**config.mk**
```make
export PLATFORM = sky130hd
export DESIGN_NAME = rst_sequencer_flat
export DESIGN_NICKNAME = d
export VERILOG_FILES = /design/src/rtl/rst_sequencer_if.sv /design/src/rtl/rst_sequencer.sv /design/src/flat_wrapper.sv
export SDC_FILE = /design/constraint.sdc
export NUM_CORES = 1
export LEC_CHECK = 0
export BUFFER_PORTS_ARGS = -buffer_cell sky130_fd_sc_hd__clkbuf_2
export CAP_MARGIN = 15
export CORE_ASPECT_RATIO = 0.8
export CORE_MARGIN = 2
export CORE_UTILIZATION = 57
export DETAILED_ROUTE_END_ITERATION = 16
export PLACE_DENSITY = 0.87
export SYNTH_ARGS = -nofsm -noshare
export SYNTH_HDL_FRONTEND = slang
export SYNTH_SLANG_ARGS = --single-unit
```
**constraint.sdc**
```tcl
create_clock -name clk -period 2.2 [get_ports clk]
set_input_delay 0.44 -clock clk [delete_from_list [all_inputs] [get_ports clk]]
set_output_delay 0.44 -clock clk [all_outputs]
set_load 0.01 [all_outputs]
```
**src/rtl/rst_sequencer_if.sv**
```systemverilog
// Status and control bundle of the staged reset sequencer.
// The slave side is the sequencer itself; the master side is whoever
// supplies the lock indicator and software requests and observes the
// staged resets.
interface rst_sequencer_if #(
    parameter int NUM_STAGES = 4
);
    logic                  lock_i;
    logic                  sw_rst_req;
    logic [NUM_STAGES-1:0] stage_rst_n;
    logic                  rst_done;
    logic [2:0]            seq_state;

    modport master (
        output lock_i,
        output sw_rst_req,
        input  stage_rst_n,
        input  rst_done,
        input  seq_state
    );

    modport slave (
        input  lock_i,
        input  sw_rst_req,
        output stage_rst_n,
        output rst_done,
        output seq_state
    );
endinterface

```
**src/rtl/rst_sequencer.sv**
```systemverilog
// Staged reset-release sequencer.
// Sits behind the reset bridge: waits for a synchronised clock-lock
// indication, then releases NUM_STAGES active-low subsystem resets one
// at a time (stage 0 first) with fixed gaps. Supports a software warm
// reset from DONE and drops every stage on loss of lock.
module rst_sequencer #(
    parameter int NUM_STAGES = 4,
    parameter int INIT_WAIT  = 16,
    parameter int STAGE_GAP  = 8,
    parameter int SW_HOLD    = 32,
    parameter int CNT_W      = 8
) (
    input  logic             clk,
    input  logic             async_rst_n,
    rst_sequencer_if.slave   bus
);

    localparam int IDX_W = (NUM_STAGES > 1) ? $clog2(NUM_STAGES) : 1;

    localparam logic [CNT_W-1:0] INIT_LAST = CNT_W'(INIT_WAIT - 1);
    localparam logic [CNT_W-1:0] GAP_LAST  = CNT_W'(STAGE_GAP - 1);
    localparam logic [CNT_W-1:0] HOLD_LAST = CNT_W'(SW_HOLD - 1);
    localparam logic [IDX_W-1:0] IDX_LAST  = IDX_W'(NUM_STAGES - 1);

    // Encodings are visible on seq_state, so they are fixed explicitly.
    typedef enum logic [2:0] {
        ST_WAIT_LOCK = 3'd0,
        ST_INIT      = 3'd1,
        ST_RELEASE   = 3'd2,
        ST_DONE      = 3'd3,
        ST_SW_HOLD   = 3'd4
    } state_t;

    state_t                state_q, state_d;
    logic [CNT_W-1:0]      cnt_q,   cnt_d;
    logic [IDX_W-1:0]      idx_q,   idx_d;
    logic [NUM_STAGES-1:0] stage_q, stage_d;
    logic                  done_q,  done_d;

    logic                  lock_meta;
    logic                  lock_s;

    // Two-flop synchroniser for the asynchronous lock indicator.
    // NOTE: every flop, synchroniser included, is cleared by async_rst_n so a
    // stale lock_s can never skip WAIT_LOCK after a reset pulse.
    always_ff @(posedge clk or negedge async_rst_n) begin
        if (!async_rst_n) begin
            lock_meta <= 1'b0;
            lock_s    <= 1'b0;
        end else begin
            // NOTE: non-blocking assignments so lock_s sees the old lock_meta.
            lock_meta <= bus.lock_i;
            lock_s    <= lock_meta;
        end
    end

    // State, counter, stage index and registered outputs.
    always_ff @(posedge clk or negedge async_rst_n) begin
        if (!async_rst_n) begin
            state_q <= ST_WAIT_LOCK;
            cnt_q   <= '0;
            idx_q   <= '0;
            stage_q <= '0;
            done_q  <= 1'b0;
        end else begin
            state_q <= state_d;
            cnt_q   <= cnt_d;
            idx_q   <= idx_d;
            stage_q <= stage_d;
            done_q  <= done_d;
        end
    end

    // Next-state logic: lock loss beats software request beats counting.
    always_comb begin
        // NOTE: hold-current defaults first, so no path can infer a latch.
        state_d = state_q;
        cnt_d   = cnt_q;
        idx_d   = idx_q;
        stage_d = stage_q;
        done_d  = done_q;

        if (state_q != ST_WAIT_LOCK && !lock_s) begin
            state_d = ST_WAIT_LOCK;
            cnt_d   = '0;
            idx_d   = '0;
            stage_d = '0;
            done_d  = 1'b0;
        end else begin
            case (state_q)
                ST_WAIT_LOCK: begin
                    cnt_d   = '0;
                    idx_d   = '0;
                    stage_d = '0;
                    done_d  = 1'b0;
                    if (lock_s) begin
                        state_d = ST_INIT;
                    end
                end

                ST_INIT: begin
                    if (cnt_q == INIT_LAST) begin
                        state_d    = ST_RELEASE;
                        cnt_d      = '0;
                        idx_d      = '0;
                        stage_d[0] = 1'b1;
                    end else begin
                        cnt_d = cnt_q + CNT_W'(1);
                    end
                end

                ST_RELEASE: begin
                    if (cnt_q == GAP_LAST) begin
                        cnt_d = '0;
                        if (idx_q == IDX_LAST) begin
                            state_d = ST_DONE;
                            stage_d = '1;
                            done_d  = 1'b1;
                        end else begin
                            idx_d                        = idx_q + IDX_W'(1);
                            stage_d[idx_q + IDX_W'(1)]   = 1'b1;
                        end
                    end else begin
                        cnt_d = cnt_q + CNT_W'(1);
                    end
                end

                ST_DONE: begin
                    stage_d = '1;
                    done_d  = 1'b1;
                    if (bus.sw_rst_req) begin
                        state_d = ST_SW_HOLD;
                        cnt_d   = '0;
                        stage_d = '0;
                        done_d  = 1'b0;
                    end
                end

                ST_SW_HOLD: begin
                    stage_d = '0;
                    done_d  = 1'b0;
                    // Lock is known good here; loss was handled above.
                    if (cnt_q == HOLD_LAST) begin
                        state_d = ST_INIT;
                        cnt_d   = '0;
                    end else begin
                        cnt_d = cnt_q + CNT_W'(1);
                    end
                end

                default: begin
                    // Encodings 5-7 recover with every stage held in reset.
                    state_d = ST_WAIT_LOCK;
                    cnt_d   = '0;
                    idx_d   = '0;
                    stage_d = '0;
                    done_d  = 1'b0;
                end
            endcase
        end
    end

    assign bus.stage_rst_n = stage_q;
    assign bus.rst_done    = done_q;
    assign bus.seq_state   = state_q;

endmodule
```
**src/flat_wrapper.sv**
```systemverilog
// flat-port wrapper written by rule: the top's interface ports become plain ports
module rst_sequencer_flat 
#(
    parameter int NUM_STAGES = 4,
    parameter int INIT_WAIT  = 16,
    parameter int STAGE_GAP  = 8,
    parameter int SW_HOLD    = 32,
    parameter int CNT_W      = 8
)
  (clk, async_rst_n, bus_lock_i, bus_sw_rst_req, bus_stage_rst_n, bus_rst_done, bus_seq_state);
  rst_sequencer_if #(.NUM_STAGES(NUM_STAGES)) bus_i ();
  input  logic clk;
  input  logic async_rst_n;
  input wire logic [$bits(bus_i.lock_i)-1:0] bus_lock_i;
  input wire logic [$bits(bus_i.sw_rst_req)-1:0] bus_sw_rst_req;
  output wire logic [$bits(bus_i.stage_rst_n)-1:0] bus_stage_rst_n;
  output wire logic [$bits(bus_i.rst_done)-1:0] bus_rst_done;
  output wire logic [$bits(bus_i.seq_state)-1:0] bus_seq_state;
  assign bus_i.lock_i = bus_lock_i;
  assign bus_i.sw_rst_req = bus_sw_rst_req;
  assign bus_stage_rst_n = bus_i.stage_rst_n;
  assign bus_rst_done = bus_i.rst_done;
  assign bus_seq_state = bus_i.seq_state;
  rst_sequencer #(.NUM_STAGES(NUM_STAGES), .INIT_WAIT(INIT_WAIT), .STAGE_GAP(STAGE_GAP), .SW_HOLD(SW_HOLD), .CNT_W(CNT_W)) u_core (.clk(clk), .async_rst_n(async_rst_n), .bus(bus_i));
endmodule
```
* Word-level counts from Yosys, hierarchy flattened
Index checks and enable logic that the tools add are counted.
** Storage, ports and cells
- Input port bits :: 4
- Logic and storage cells :: 74
- Register bits after elaboration :: 20
- Output and inout port bits :: 8
** Cells by class
- Reduce and logical (&&, ||, !) cells :: 11
- Magnitude comparators :: 2
- Add/sub/neg operators :: 2
- Equal/unequal tests :: 17
- Multiplexer cells :: 33
- Bitwise logic cells :: 1
** Operator list (number)
- $mux 8 :: 5
- $pmux 8 s4 :: 1
- $mux 3 :: 7
- $mux 4 :: 4
- $ne 3x1->1 const B :: 5
- $pmux 3 s5 :: 1
- $pmux 3 s3 :: 1
- $add 8x1->8 const B :: 1
- $eq 8x3->1 const B :: 1
- $eq 8x4->1 const B :: 1
- $eq 8x5->1 const B :: 1
- $mux 2 :: 4
- $eq 3x2->1 const B :: 2
- $mux 1 :: 6
- $ne 3x2->1 const B :: 2
- $pmux 1 s3 :: 2
- $pmux 2 s3 :: 1
- $reduce_and 6->1 :: 1
- $ne 2x1->1 const B :: 2
- $or 4x4->4 :: 1
- $reduce_and 2->1 :: 2
- $reduce_and 4->1 :: 1
- $eq 3x1->1 const B :: 1
- $eq 3x3->1 const B :: 1
- other kinds (11) :: 12

* Logic depth before layout (Yosys ltp)
- Depth after elaboration :: 10
- Mapped depth :: 7
- Depth with buffers taken out :: 6

* Worst setup path before layout
Ideal clock, no wire load.
- Path type :: register to register
- Start point :: reg u_core.cnt_q[4]
- End point :: reg u_core.cnt_q[3]
- Setup time :: 0.121 ns
- Path buffers :: 0
- Arrival :: 1.669 ns
- Setup slack :: 0.410 ns
- Data required time :: 2.079 ns
- Stages on the path, launching flop included :: 6
- Clock period less this slack :: 1.790 ns
- Cells stage by stage :: dfrtp_1 -> or4_4 -> o211ai_2 -> a31oi_2 -> a21o_1 -> a22o_1
** Between the ends
- Longest elaborated chain between the ends :: 4
- Elaborated cells between the ends (all ways) :: 8
- Classes of those cells :: eq/ne (3); mux (5)
** Ends and longest elaborated chain
- start: declaration :: RTL line rst_sequencer.sv:35 : logic [CNT_W-1:0] cnt_q, cnt_d;
- start signal: assignment :: RTL line rst_sequencer.sv:67 : cnt_q <= cnt_d;
- $eq 8x5->1, or another cell as far along :: RTL line rst_sequencer.sv:143 : if (cnt_q == HOLD_LAST) begin
- $mux 8 (on tied branches) :: RTL line rst_sequencer.sv:143, rst_sequencer.sv:102, rst_sequencer.sv:113
- $pmux 8 s4 (*) :: RTL line rst_sequencer.sv:90 : case (state_q)
- $mux 8 (*) :: RTL line rst_sequencer.sv:83 : if (state_q != ST_WAIT_LOCK && !lock_s) begin
Every way passes the cells marked *; elsewhere a longest branch is shown, timed or not.
A chain may end at the register's enable or synchronous reset.

* Worst setup path after layout
Ends and elaborated chain as after synthesis.

==> flow_summary.html <==
<table>
<tr><th>Metric</th><th>Value</th></tr>
<tr><th colspan="2">Clock tree</th></tr>
<tr><td>CTS tree</td><td>built</td></tr>
<tr><td>Clock latency on the worst-skew pair</td><td>0.31 ns</td></tr>
<tr><td>Clock sink count</td><td>20</td></tr>
<tr><td>Clock tree buffer depth</td><td>2</td></tr>
<tr><td>Total number of H-tree levels</td><td>1</td></tr>
<tr><td>Number of buffers inserted during clock tree synthesis</td><td>3</td></tr>
<tr><td>Post-CTS resize count</td><td>0</td></tr>
<tr><td>Clk root buf</td><td>clkbuf_4</td></tr>
<tr><td>CTS Hold Buffers Added</td><td>0</td></tr>
<tr><td>Clock slew at reported path FFs</td><td>0.12 ns</td></tr>
<tr><td>Post-CTS setup-driven buffer insertion count</td><td>0</td></tr>
<tr><th colspan="2">Drt</th></tr>
<tr><td>Ratio of routed vias to standard cells</td><td>6.20</td></tr>
<tr><td>Number of nets with antenna violations after routing</td><td>0</td></tr>
<tr><td>Via count of the routed design</td><td>1029</td></tr>
<tr><td>First-pass detailed-route iteration total</td><td>5</td></tr>
<tr><td>Avg WL per Cell</td><td>16.0 um</td></tr>
<tr><td>1st-iter DRT viols</td><td>64</td></tr>
<tr><td>Final routed DRC violation total</td><td>0</td></tr>
<tr><td>Routed WL</td><td>2660 um</td></tr>
<tr><th colspan="2">Timing</th></tr>
<tr><td>Number of max-slew violations in the final report</td><td>0</td></tr>
<tr><td>Hold Worst Slack</td><td>0.0711 ns</td></tr>
<tr><td>Worst max-slew margin expressed relative to the limit</td><td>0.669</td></tr>
<tr><td>Setup slack of the critical path after layout</td><td>0.210 ns</td></tr>
<tr><td>Maximum clock rate</td><td>503 MHz</td></tr>
<tr><td>Slew @ Worst Pin</td><td>0.496 ns</td></tr>
<tr><td>Final setup violating endpoints</td><td>0</td></tr>
<tr><td>Clock Skews</td><td>0.0102 ns</td></tr>
<tr><td>Crit path time final</td><td>1.99 ns</td></tr>
<tr><td>Setup repair after global routing missed its margin</td><td>no</td></tr>
<tr><td>Final Hold Vio Count</td><td>0</td></tr>
<tr><td>Setup TNS Final</td><td>0 ns</td></tr>
<tr><td>Final cycle utilization of the critical path</td><td>0.904</td></tr>
<tr><th colspan="2">Pwr</th></tr>
<tr><td>Switching power</td><td>539 uW</td></tr>
<tr><td>Post-layout power</td><td>1450 uW</td></tr>
<tr><td>Relative contribution of combinational cells to total power</td><td>0.443</td></tr>
<tr><td>Maximum ir drop on the vdd rail</td><td>628 uV</td></tr>
<tr><td>Fraction of power spent switching nets</td><td>0.373</td></tr>
<tr><td>Part of the power in the clock network</td><td>0.207</td></tr>
<tr><td>Relative contribution of sequential cells to total power</td><td>0.350</td></tr>
<tr><td>Leakage dissipation</td><td>0.000614 uW</td></tr>
<tr><td>P per Cell Area</td><td>1070 nW/um^2</td></tr>
<tr><td>Internal power</td><td>906 uW</td></tr>
<tr><th colspan="2">Global routing</th></tr>
<tr><td>Overflow left after global routing</td><td>0</td></tr>
<tr><td>First-pass GRT wire length</td><td>4570 um</td></tr>
<tr><td>Largest net degree at the start of global routing</td><td>21</td></tr>
<tr><td>GRT Resource Usage Total</td><td>0.239</td></tr>
<tr><td>Via count of the first global-routing pass</td><td>974</td></tr>
<tr><td>Antenna violations before repair</td><td>0</td></tr>
<tr><th colspan="2">Logic synthesis</th></tr>
<tr><td>Synth warn</td><td>0</td></tr>
<tr><td>Netlist area before placement</td><td>1220 sq um</td></tr>
<tr><td>Net count after synthesis</td><td>135</td></tr>
<tr><td>Area share of the largest cell type after synthesis</td><td>0.412</td></tr>
<tr><td>Number of synthesized flops with an enable pin</td><td>0</td></tr>
<tr><td>Top cells by area, synth</td><td>dfrtp_1, ha_1, o21a_1</td></tr>
<tr><td>Flip-flop and latch count after synthesis</td><td>20</td></tr>
<tr><td>Most used flip-flop cell after synthesis</td><td>dfrtp_1</td></tr>
<tr><td>Fraction of synthesis flops using an asynchronous set or reset pin</td><td>1.00</td></tr>
<tr><td>Sequential-to-total area share from yosys stat</td><td>0.412</td></tr>
<tr><td>Yosys top cell by area</td><td>dfrtp_1</td></tr>
<tr><td>Synthesized instance count</td><td>127</td></tr>
<tr><td>Count of cell types in the netlist</td><td>50</td></tr>
<tr><td>Mean area per synthesized cell</td><td>9.58 sq um</td></tr>
<tr><th colspan="2">Final layout</th></tr>
<tr><td>Number of nets at the end of the flow</td><td>151</td></tr>
<tr><td>Multi-input gate area</td><td>662 sq um</td></tr>
<tr><td>Antenna cells</td><td>0</td></tr>
<tr><td>Count of non-filler cells in the finished layout</td><td>166</td></tr>
<tr><td>Combined flip-flop and latch cell area</td><td>500 sq um</td></tr>
<tr><td>Syn-to-layout area delta</td><td>11.5%</td></tr>
<tr><td>Filler cells</td><td>125</td></tr>
<tr><td>Layout cell share with drive strength beyond 1</td><td>0.239</td></tr>
<tr><th colspan="2">Floorplan</th></tr>
<tr><td>Die Footprint</td><td>2520 sq um</td></tr>
<tr><td>Floorplan die height</td><td>45.3 um</td></tr>
<tr><td>Initial core utilization</td><td>0.625</td></tr>
<tr><td>Placement Rows</td><td>14</td></tr>
<tr><td>Core Region</td><td>1940 sq um</td></tr>
<tr><td>Num ports</td><td>12</td></tr>
<tr><td>Width of the die</td><td>55.6 um</td></tr>
<tr><th colspan="2">Critical path</th></tr>
<tr><td>Worst setup EP type</td><td>register</td></tr>
<tr><td>Required time at the worst-slack endpoint</td><td>2.41 ns</td></tr>
<tr><td>Cell-by-cell trace of the critical path</td><td>or4_4, o211ai_2, a31oi_2, a21o_1, a22o_1</td></tr>
<tr><td>Crit path max fanout</td><td>7</td></tr>
<tr><td>Slowest stage cell on the critical path</td><td>or4_4</td></tr>
<tr><td>Startpoint kind of the worst setup timing path</td><td>register</td></tr>
<tr><td>Category of the critical setup timing path</td><td>reg2reg</td></tr>
<tr><td>Arrival time at the worst endpoint</td><td>2.20 ns</td></tr>
<tr><td>Maximum cell stage delay along the critical path</td><td>0.58 ns</td></tr>
<tr><th colspan="2">Min path</th></tr>
<tr><td>HP Class</td><td>in2async</td></tr>
<tr><th colspan="2">Place</th></tr>
<tr><td>Count of placed standard cells including taps</td><td>162</td></tr>
<tr><td>Final HPWL from detailed placement</td><td>2030 um</td></tr>
<tr><td>Post-placement worst setup slack</td><td>0.251 ns</td></tr>
<tr><td>Routability Congestion</td><td>0.936</td></tr>
<tr><td>Count of buffers from port buffering</td><td>11</td></tr>
<tr><th colspan="2">Run status</th></tr>
<tr><td>Outcome</td><td>finished, final reports clean</td></tr>
<tr><th colspan="2">Job</th></tr>
<tr><td>Number of max-cap violations</td><td>0</td></tr>
</table>
==> flip-flops by register name, indices dropped and copies added (netlist names) <==
register,cells
u_core.cnt_q,8
u_core.bus.stage_rst_n,4
u_core.bus.seq_state,3
u_core.idx_q,2
u_core.bus.rst_done,1
u_core.lock_meta,1
u_core.lock_s,1
==> cell type report <==
type                    instances  area share
flip-flops and latches         20       0.369
inverters                       5      0.0138
clock buffers                   3      0.0166
well taps                      24      0.0221
clock inverters                 1      0.0221
repair buffers                 16      0.0683
multi-input cells              97       0.488
==> metal layers <==
metal  routed length, um  up-vias  GRT usage
met3                 226        7     0.0573
met5                   0        -          0
met4                  36        0     0.0634
li1                    -      494          -
met1                1160      469      0.327
met2                1240       59      0.390
==> stage by stage <==
step                      instance area [sq um]   util
after floorplan                            1220      -
after global placement                     1300  0.671
after detailed placement                   1300  0.671
after CTS                                  1360  0.698
after global routing                       1360  0.698
final                                      1360  0.698
==> cells by family after synthesis <==
| kind of cell | synth area share |
|---|---|
| fa+ha+maj | 0.0412 |
| mux | 0.0257 |
| buf+inv | 0.0442 |
| simple gates | 0.229 |
| xor+xnor | 0.0144 |
| compound gates | 0.234 |
| flops | 0.412 |
==> final timing paths <==
path,depth (start not counted),end,start,slack (ns)
hold / removal,1,u_core.cnt_q[5]$_DFFE_PN0N_,async_rst_n,0.07
max in group asynchronous,1,u_core.cnt_q[1]$_DFFE_PN0N_,async_rst_n,1.79
hold reg to reg,0,u_core.lock_s$_DFF_PN0_,u_core.lock_meta$_DFF_PN0_,0.37
setup / recovery,5,u_core.cnt_q[3]$_DFFE_PN0N_,u_core.cnt_q[4]$_DFFE_PN0N_,0.21
min in group clk,1,u_core.lock_meta$_DFF_PN0_,bus_lock_i,0.24
setup reg to reg,5,u_core.cnt_q[3]$_DFFE_PN0N_,u_core.cnt_q[4]$_DFFE_PN0N_,0.21
==> power groups by stage <==
stage               combinational [uW]  sequential [uW]  clock (uW)
global placement                   612              503           0
finish                             640              507         299
detailed placement                 637              512           0
floorplan                          468              505           0
global route                       710              521         318
CTS                                639              505         307
==> worst max-delay path, delay by kind of cell, from the launching register on <==
kind               cells  cell delay, ns
AOI/OAI and AO/OA      4            0.84
DFF                    1            0.47
and+or+nand+nor        1            0.58
==> Yosys cell counts, drive strengths merged, types with 2 or more instances <==
library cell and n:
a21o 2, a21oi 8, a22o 2, a311oi 2
a31oi 2, buf 3, clkbuf 2, dfrtp 20
ha 4, inv 5, mux2i 2, nand2 9
nand2b 3, nand3 4, nand4 4, nor2 9
nor3 3, nor3b 2, nor4 2, o211ai 2
o21a 6, o21ai 9, or2 2, or3 3
xor2 2
==> placed cells by master (no fill, tap or decap), drive strengths merged, types with 3 or more instances in the layout <==
cell    count
nand2b      3
nor3        3
nand3       4
nor2        9
dfrtp      20
buf         5
nand4       4
inv         5
clkbuf     14
o21a        6
or3         3
ha          4
nand2       9
o21ai       9
a21oi       8
(Power assumes the default switching activity.)
